`src/rtl/pwm_from_count6.sv`:
```
// pwm_from_count6
//   PWM generator driven by an upstream free-running 6-bit counter. A new
//   duty value is accepted into a shadow register through a valid/ready
//   handshake. It becomes the active duty only at a period boundary, which is
//   the cycle where cnt returns to 0 from a non-zero value.
//
//   Optional feature: define PWM6_WRAP_PULSE_EN to add the wrap_p output.
//   wrap_p is a 1-cycle registered pulse after each boundary seen in RUN or
//   STOP.
//
// Ports
//   clk         rising-edge clock, shared with the upstream counter
//   rst         asynchronous active-low reset
//   cnt[5:0]    upstream free-running count
//   en          run request
//   duty[5:0]   offered duty (high counts per 64-count period)
//   duty_valid  duty offer strobe
//   duty_ready  shadow register free (= !pending)
//   pwm         registered PWM output
//   busy        registered, high whenever the FSM is not IDLE
//   wrap_p      period-start pulse (PWM6_WRAP_PULSE_EN only)
module pwm_from_count6 (
    input  logic       clk,
    input  logic       rst,
    input  logic [5:0] cnt,
    input  logic       en,
    input  logic [5:0] duty,
    input  logic       duty_valid,
    output logic       duty_ready,
    output logic       pwm,
`ifdef PWM6_WRAP_PULSE_EN
    output logic       busy,
    output logic       wrap_p
`else
    output logic       busy
`endif
);

    typedef enum logic [1:0] {IDLE, ARMED, RUN, STOP} state_t;

    state_t     state;
    state_t     state_next;
    logic [5:0] cnt_q;
    logic [5:0] shadow;
    logic [5:0] duty_act;
    logic [5:0] duty_act_next;
    logic       pending;
    logic       boundary;
    logic       transfer;
    logic       active_next;

    // cnt_q resets to 0, so a count parked at 0 across reset release is not a
    // boundary. cnt must leave 0 and come back before a boundary is seen.
    assign boundary   = (cnt == 6'd0) && (cnt_q != 6'd0);
    assign duty_ready = !pending;
    assign transfer   = duty_valid && !pending;

    always_comb begin
        state_next = state;
        unique case (state)
            IDLE:  if (en) state_next = ARMED;
            ARMED: if (!en) state_next = IDLE;
                   else if (boundary) state_next = RUN;
            RUN:   if (!en) state_next = STOP;
            STOP:  if (en) state_next = RUN;
                   else if (boundary) state_next = IDLE;
        endcase
    end

    // The shadow is loaded after the boundary check. A transfer landing on a
    // boundary therefore waits one full period before it takes effect.
    assign duty_act_next = (boundary && pending) ? shadow : duty_act;
    assign active_next   = (state_next == RUN) || (state_next == STOP);

    always_ff @(posedge clk or negedge rst) begin
        if (!rst) begin
            state    <= IDLE;
            cnt_q    <= '0;
            shadow   <= '0;
            duty_act <= '0;
            pending  <= 1'b0;
            pwm      <= 1'b0;
            busy     <= 1'b0;
        end else begin
            state    <= state_next;
            cnt_q    <= cnt;
            duty_act <= duty_act_next;
            if (transfer) begin
                shadow  <= duty;
                pending <= 1'b1;
            end else if (boundary) begin
                pending <= 1'b0;
            end
            pwm  <= active_next && (cnt < duty_act_next);
            busy <= (state_next != IDLE);
        end
    end

`ifdef PWM6_WRAP_PULSE_EN
    always_ff @(posedge clk or negedge rst) begin
        if (!rst) begin
            wrap_p <= 1'b0;
        end else begin
            wrap_p <= boundary && ((state == RUN) || (state == STOP));
        end
    end
`else
`endif

endmodule

```
`config.mk`:
```
export PLATFORM = sky130hd
export DESIGN_NAME = pwm_from_count6
export DESIGN_NICKNAME = d
export VERILOG_FILES = /design/src/rtl/pwm_from_count6.sv
export SDC_FILE = /design/constraint.sdc
export NUM_CORES = 1
export LEC_CHECK = 0
export CORE_MARGIN = 10
export CORE_UTILIZATION = 50
export CTS_CLUSTER_SIZE = 25
export DETAILED_ROUTE_END_ITERATION = 12
export PLACE_DENSITY = 0.76
export SYNTH_ARGS = -nofsm -noshare
export SYNTH_HDL_FRONTEND = slang
export SYNTH_SLANG_ARGS = --single-unit
```
`constraint.sdc`:
```
create_clock -name clk -period 6.1 [get_ports clk]
set_input_delay 1.22 -clock clk [delete_from_list [all_inputs] [get_ports clk]]
set_output_delay 1.22 -clock clk [all_outputs]
set_load 0.05 [all_outputs]
```
* After elaboration in Yosys (flattened, before gate mapping)
Cells that the tools add are included.
Word-level totals: memories 0, bits of input ports 16, RAM bits 0, output and inout port bits 3, ROM bits 0, register bits after elaboration 23, bits in latches 0
Cells by class: divide/modulo/power cells 0, bitwise gates (word level) 0, reductions and logical operators 11, mux-type cells 10, multiply operators 0, shift operators 0, eq/ne operators 5, $lt $le $gt $ge 1, $add $sub $neg 0
Operators by type and width (count):
- 2-bit 2-to-1 mux | 6
- 2-bit equality test, second input constant | 4
- 2-bit one-hot mux with 4 select lines | 1
- 6-bit logical NOT | 1
- 6-bit < comparator | 1
- 6-bit 2-to-1 mux | 1
- 6-bit nonzero test | 1
- 1-bit logical AND | 4
- 2-bit nonzero test | 2
- 2-bit by 1-bit equality test with 1-bit output, second input constant | 1
- 2-bit logical NOT | 1
- 1-bit 2-to-1 mux | 2
- 1-bit logical NOT | 1
- 1-bit logical OR | 1

* Logic depth before layout (Yosys ltp)
Gate-level depths: netlist of run 1.
depth after elaboration 8, mapped depth 8, gate-level depth less buffers 8

* Least setup slack after synthesis of run 1
Ideal clock, no wire load.
path kind input -> register, from input port cnt[2], to register pwm, buffers on the path 0, setup time 96 ps, setup slack 2897 ps, stages on the path 8, data arrival time 3107 ps, cells stage by stage nor4_4 > o2111ai_4 > mux2i_1 > ha_1 > a21o_1 > a221o_1 > a21o_1 > a311oi_2
Between the ends: longest elaborated chain between the ends 8, elaborated cells between the ends (all ways) 14
RTL lines:
- from (decl) | RTL line 25 | input logic [5:0] cnt,
- 6-bit logical NOT | RTL line 54 | assign boundary = (cnt == 6'd0) && (cnt_q != 6'd0);
- 1-bit logical AND | RTL line 54
- 2-bit 2-to-1 mux, on equally long branches | RTL line 66, 63
- 2-bit 2-to-1 mux, on equally long branches | RTL line 65, 62
- 2-bit one-hot mux with 4 select lines | RTL line 60 | unique case (state)
- 2-bit equality test | RTL line 73 | assign active_next = (state_next == RUN) || (state_next == STOP);
- 1-bit logical OR | RTL line 73
- 1-bit logical AND (*) | RTL line 94 | pwm <= active_next && (cnt < duty_act_next);
- to (signal assigned) | RTL line 94
- to (decl) | RTL line 30 | output logic pwm,
Mark *: on every way between the ends. The rest lies on a longest branch, timed or not. A chain may end at the register's enable or synchronous reset.

* Worst setup path after layout of run 1
Same ends and word-level chain as after synthesis.

==> results of run 1 <==
[power breakdown]
part | leakage, nW | internal (mW) | switching, mW
Clock | 0.0177 | 0.0245 | 0.0453
Combinational | 0.307 | 0.0389 | 0.0364
Sequential | 0.280 | 0.179 | 0.0102
Total | 0.605 | 0.242 | 0.0920
[area by class of cell]
| cell class | count | area, µm² | area share, % |
|---|---|---|---|
| Clock buffer | 3 | 22.5 | 1.83 |
| Clock inverter | 1 | 5.00 | 0.406 |
| Inverter | 8 | 30.0 | 2.43 |
| Sequential cell | 23 | 576 | 46.7 |
| Timing Repair Buffer | 18 | 180 | 14.6 |
| Multi-Input combinational cell | 39 | 387 | 31.3 |
| Tap cell | 27 | 33.8 | 2.74 |
[critical path, delay by kind of cell]
kind            cells  cell delay, ps
compound gates      4             930
simple gates        2             550
buf+inv             1             490
mux                 1             320
fa+ha+maj           1             290
[logic make-up after synthesis]
logic type	count (synthesis)
multiplexers	11
AO/OA/AOI/OAI	9
AND/OR/NAND/NOR	13
buffers and inverters	9
flip-flops	23
XOR/XNOR	1
adder cells (fa/ha/maj)	5
[registers in the layout (all words and copies together) (netlist names)]
name      flops
cnt_q         6
state         2
shadow        6
pwm           1
duty_act      6
pending       1
busy          1
[stage by stage]
step                cells  utilization, %  total power, mW
floorplan              71               -            0.238
global placement      115            62.8            0.265
detailed placement    115            62.8            0.269
CTS                   119            64.2            0.338
global route          119            64.2            0.355
finish                119            64.2            0.334
[cells in the mapped netlist, types with 2 or more instances]
master,number
dfrtp_1,23
and3_1,2
mux2i_1,5
a21o_1,3
ha_1,5
inv_1,8
or2_2,2
mux2_2,6
nand2_1,3
[placed cells by master, fill, tap and decap left out]
cell type	n
dfrtp_1	23
clkdlybuf4s50_1	18
inv_1	8
mux2_2	6
mux2i_1	5
ha_1	5
nand2_1	3
a21o_1	3
clkbuf_4	3
or2_2	2
and3_1	2
or4_4	1
nor4_4	1
nor2_1	1
o2111ai_4	1
xor2_1	1
o2111ai_2	1
and2_1	1
nand3b_2	1
a221o_1	1
a311oi_2	1
nor2b_1	1
o21ai_0	1
o21a_1	1
clkinv_2	1
[per-layer routing]
layer | routed length (µm) | GRT usage [%] | vias up
met5 | 0 | 0 | -
met4 | 33 | 4.81 | 0
met3 | 100 | 3.26 | 4
met2 | 841 | 15.0 | 15
met1 | 782 | 10.9 | 291
li1 | - | - | 289
[worst paths after layout]
| path | startpoint | endpoint | cells past startpoint |
|---|---|---|---|
| worst min register to register | duty_act[0] | duty_act[0] | 2 |
| min in group asynchronous | rst | shadow[2] | 1 |
| worst max register to register | cnt_q[3] | pwm | 8 |
| max in group asynchronous | rst | cnt_q[0] | 1 |
| worst min-delay path | duty_act[0] | duty_act[0] | 2 |
| worst max-delay path | cnt[2] | pwm | 9 |
==> flow_metrics.py, run 1 <==
metrics = {
    "clock_tree": {
        "cts-htree-levels": 1,
        "cts.sink_count": 23,
        "cts_buffers": 3,
        "cts_setup_buffers": 0,
        "cts_resized": 0,
        "clock_latency_ps": 310,
        "cts_buffer_depth": 2,
        "cts_hold_buf": 0,
        "clk_pin_slew_worst_paths_ps": 120,
        "tritoncts": "built",
        "cts_root_buf": "clkbuf_4",
    },
    "synthesis": {
        "synth_top_family_by_area": "multiplexers",
        "syn_inst": 71,
        "synth_compound_area_share_pct": 10.2,
        "syn_nets": 92,
        "yosys_most_used_dff": "dfrtp_1",
        "synth-xor-area-share_pct": 0.879,
        "yosys-top-cells-area": "dfrtp_1, mux2_2, ha_1",
        "syn_avg_cell_area_um2": 14.0,
        "yosys_register_bits": 23,
        "synth-adder-area-share_pct": 6.28,
        "synth_top_area_share_pct": 57.8,
        "netlist_area_um2": 996,
        "seq_area_frac_synth_pct": 57.8,
        "synth_area_leader_cell": "dfrtp_1",
        "synth-edff-count": 0,
        "synth-async-reset-ratio_pct": 100,
        "synth_mux_area_share_pct": 11.8,
        "ys_warn_count": 0,
        "synth_cell_type_count": 23,
        "synthSimpleGateAreaFrac_pct": 9.67,
    },
    "timing": {
        "holdWs_ps": 510,
        "drv_slew": 0,
        "post-route-min-period_ps": 3570,
        "worst_pin_slew_ps": 955,
        "clock_skew_ps": 5.85,
        "setup_viol_count_final": 0,
        "relSlewSlack_pct": 36.2,
        "final.setup.tns_ps": 0,
        "max_freq_mhz": 280,
        "rsz0062_at_grt": "false",
        "hold_viol": 0,
        "fin_crit_sh_pct": 58.4,
        "setup_ws_ps": 2530,
    },
    "power_and_ir_drop": {
        "cellPowerDensity_nw_per_um2": 271,
        "ir_worst_vdd_mv": 0.178,
        "leakage_nw": 0.605,
    },
    "critical_path": {
        "critical_path.cell_chain": "clkdlybuf4s50_1, nor4_4, o2111ai_4, mux2i_1, ha_1, and3_1, a221o_1, a21o_1, a311oi_2",
        "cp.required_ps": 6330,
        "critical_path_class": "input pin to flop",
        "start_kind": "input pin",
        "ff2ff_setup_slack_ps": 3260,
        "critical-path-max-stage-delay_ps": 490,
        "cpMaxStageDelayCell": "clkdlybuf4s50_1",
        "arrival_ps": 3790,
        "critPathCaptureType": "flop",
        "crit_fanout": 9,
    },
    "place": {
        "dpl-instance-area_um2": 1210,
        "post-place-ws_ps": 2190,
        "place_hpwl_um": 1420,
        "port_buffers": 18,
        "gp_congestion": 0.768,
    },
    "floorplan": {
        "io_pins": 19,
        "row_count": 16,
        "core_area_um2": 1920,
        "die_area_um2": 4180,
        "initial_utilization_pct": 51.8,
        "die_y_um": 64.6,
        "dieWidth_um": 64.6,
    },
    "grt": {
        "overflow": 0,
        "grt_pass1_wl_um": 3120,
        "grt_pass1_vias": 682,
        "grt_max_degree": 24,
        "antenna_found_initial": 0,
        "track_usage_pct": 9.39,
    },
    "cells_and_area": {
        "area_growth_pct": 23.9,
        "layout-drive-gt1-share_pct": 19.6,
        "diodes": 0,
        "finalNetCount": 114,
        "fillers": 161,
        "final_cell_area_um2": 1230,
    },
    "flow_run": {
        "cap_violations": 0,
    },
    "route": {
        "ant_nets": 0,
        "routed_wl_um": 1760,
        "firstDrtPassIters": 3,
        "dr.first_iter.drc_count": 11,
        "drc_errors": 0,
        "vias": 599,
        "via_per_inst": 5.03,
        "routedWlPerCell_um": 14.8,
    },
    "outcome": {
        "outcome": "complete, no violations",
    },
    "worst_hold_path": {
        "hold_class": "flop to flop",
    },
}
Power figures use the tool's default switching activity.
==> inputs of run 2 (changes only) <==
Settings changed: CORE_UTILIZATION 50 to 45, PLACE_DENSITY 0.76 to 0.72.
Clock period 6.1 ns to 3.2 ns, I/O delays scaled along.
==> flow_metrics.py, run 2 (synthesis results as in run 1) <==
metrics = {
    "outcome": {
        "outcome": "complete, no violations",
    },
    "route": {
        "routed_wl_um": 1840,
        "drc_errors": 0,
        "firstDrtPassIters": 4,
        "dr.first_iter.drc_count": 19,
        "via_per_inst": 4.99,
        "vias": 609,
        "ant_nets": 0,
        "routedWlPerCell_um": 15.1,
        "dr_wl_met3_um": 137,
        "wl_met2_um": 897,
        "top_layer": "met4",
        "wl_met1_um": 790,
    },
    "cells_and_area": {
        "layout-drive-gt1-share_pct": 21.1,
        "layout_commonest_cell": "dfrtp_1",
        "instances_no_fill": 122,
        "finalNetCount": 117,
        "final_cell_mix": "dfrtp_1, clkdlybuf4s50_1, inv_1",
        "top_regs": "cnt_q (6), duty_act (6), shadow (6)",
        "diodes": 0,
        "final_cell_area_um2": 1250,
        "area_growth_pct": 26.0,
        "fillers": 190,
    },
    "timing": {
        "drv_slew": 0,
        "relSlewSlack_pct": 33.8,
        "hold_viol": 0,
        "fin_crit_sh_pct": 91.4,
        "clock_skew_ps": 1.65,
        "final.setup.tns_ps": 0,
        "setup_viol_count_final": 0,
        "max_freq_mhz": 342,
        "setup_ws_ps": 277,
        "post-route-min-period_ps": 2920,
        "worst_pin_slew_ps": 990,
        "rsz0062_at_grt": "false",
    },
    "floorplan": {
        "row_count": 16,
        "die_area_um2": 4500,
        "initial_utilization_pct": 48.8,
        "die_y_um": 67.0,
        "io_pins": 19,
        "dieWidth_um": 67.0,
        "core_area_um2": 2040,
    },
    "clock_tree": {
        "tritoncts": "built",
        "cts-htree-levels": 1,
        "cts.sink_count": 23,
        "clk_pin_slew_worst_paths_ps": 110,
        "clock_latency_ps": 300,
        "cts_buffer_depth": 2,
        "cts_resized": 0,
        "cts_root_buf": "clkbuf_4",
        "cts_setup_buffers": 0,
        "cts_buffers": 3,
        "cts_hold_buf": 0,
    },
    "critical_path": {
        "start_kind": "input pin",
        "critical-path-max-stage-delay_ps": 490,
        "crit_fanout": 4,
        "critical_path.cell_chain": "clkdlybuf4s50_1, nor4_4, o2111ai_4, mux2i_1, ha_1, and3_1, a221o_1, a21o_1, a311oi_2",
        "arrival_ps": 3140,
        "critical_path_class": "input pin to flop",
        "cpMaxStageDelayCell": "clkdlybuf4s50_1",
        "cp_top_family": "compound AO/OA/AOI/OAI gates",
        "cp.buffers_inverters": 1,
        "cp.required_ps": 3420,
        "critPathCaptureType": "flop",
    },
    "grt": {
        "overflow": 0,
        "antenna_found_initial": 0,
        "grt_max_degree": 24,
        "grt_pass1_vias": 688,
        "track_usage_pct": 9.21,
        "grt_pass1_wl_um": 3120,
    },
    "place": {
        "post-place-ws_ps": -56.1,
        "port_buffers": 18,
        "dp.cells": 118,
        "dpl-instance-area_um2": 1230,
        "place_hpwl_um": 1490,
        "gp_congestion": 0.711,
    },
    "power_and_ir_drop": {
        "leakage_nw": 0.616,
        "cellPowerDensity_nw_per_um2": 504,
        "ir_worst_vdd_mv": 0.327,
    },
    "worst_hold_path": {
        "hold_class": "flop to flop",
    },
    "flow_run": {
        "cap_violations": 0,
    },
}
==> run 2: worst reg2reg max path, delay by kind of cell, from the launching register on <==
kind	cells	cell delay (ps)
flip-flops	1	380
AO/OA/AOI/OAI	4	940
AND/OR/NAND/NOR	2	770
multiplexers	1	310
adder cells (fa/ha/maj)	1	290
==> run 2: final cells by class <==
type | count | area, µm² | share of cell area [%]
flip-flops and latches | 23 | 576 | 45.9
multi-input cells | 39 | 387 | 30.8
repair buffers | 21 | 203 | 16.2
well taps | 27 | 33.8 | 2.69
inverters | 8 | 30.0 | 2.39
clock buffers | 4 | 26.3 | 2.09
==> run 2: worst paths after layout <==
check | startpoint | to | slack (ps) | depth (start not counted)
worst min-delay path | duty_act[0] | duty_act[0] | 510 | 2
min in group asynchronous | rst | shadow[5] | 870 | 1
worst min register to register | duty_act[0] | duty_act[0] | 510 | 2
worst max-delay path | cnt[3] | pwm | 280 | 9
max in group asynchronous | rst | cnt_q[2] | 1730 | 1
worst max register to register | cnt_q[3] | pwm | 450 | 8
==> run 2: per-layer routing <==
metal,track usage [%],up-vias
met4,5.38,0
met1,9.70,295
met5,0,-
li1,-,298
met3,3.01,2
met2,15.6,14
==> run 2: through the flow <==
stage	total power, mW	utilization [%]	hold slack (ps)
floorplan	0.453	-	344
CTS	0.644	61.5	512
finish	0.632	61.5	505
global placement	0.507	60.2	472
detailed placement	0.516	60.2	484
global route	0.680	61.5	538
==> run 2: power by group <==
group / total (mW) / switching (mW) / internal (mW)
Clock: 0.127 / 0.0783 / 0.0486
Sequential: 0.360 / 0.0201 / 0.340
Combinational: 0.145 / 0.0695 / 0.0755
Total: 0.632 / 0.168 / 0.464
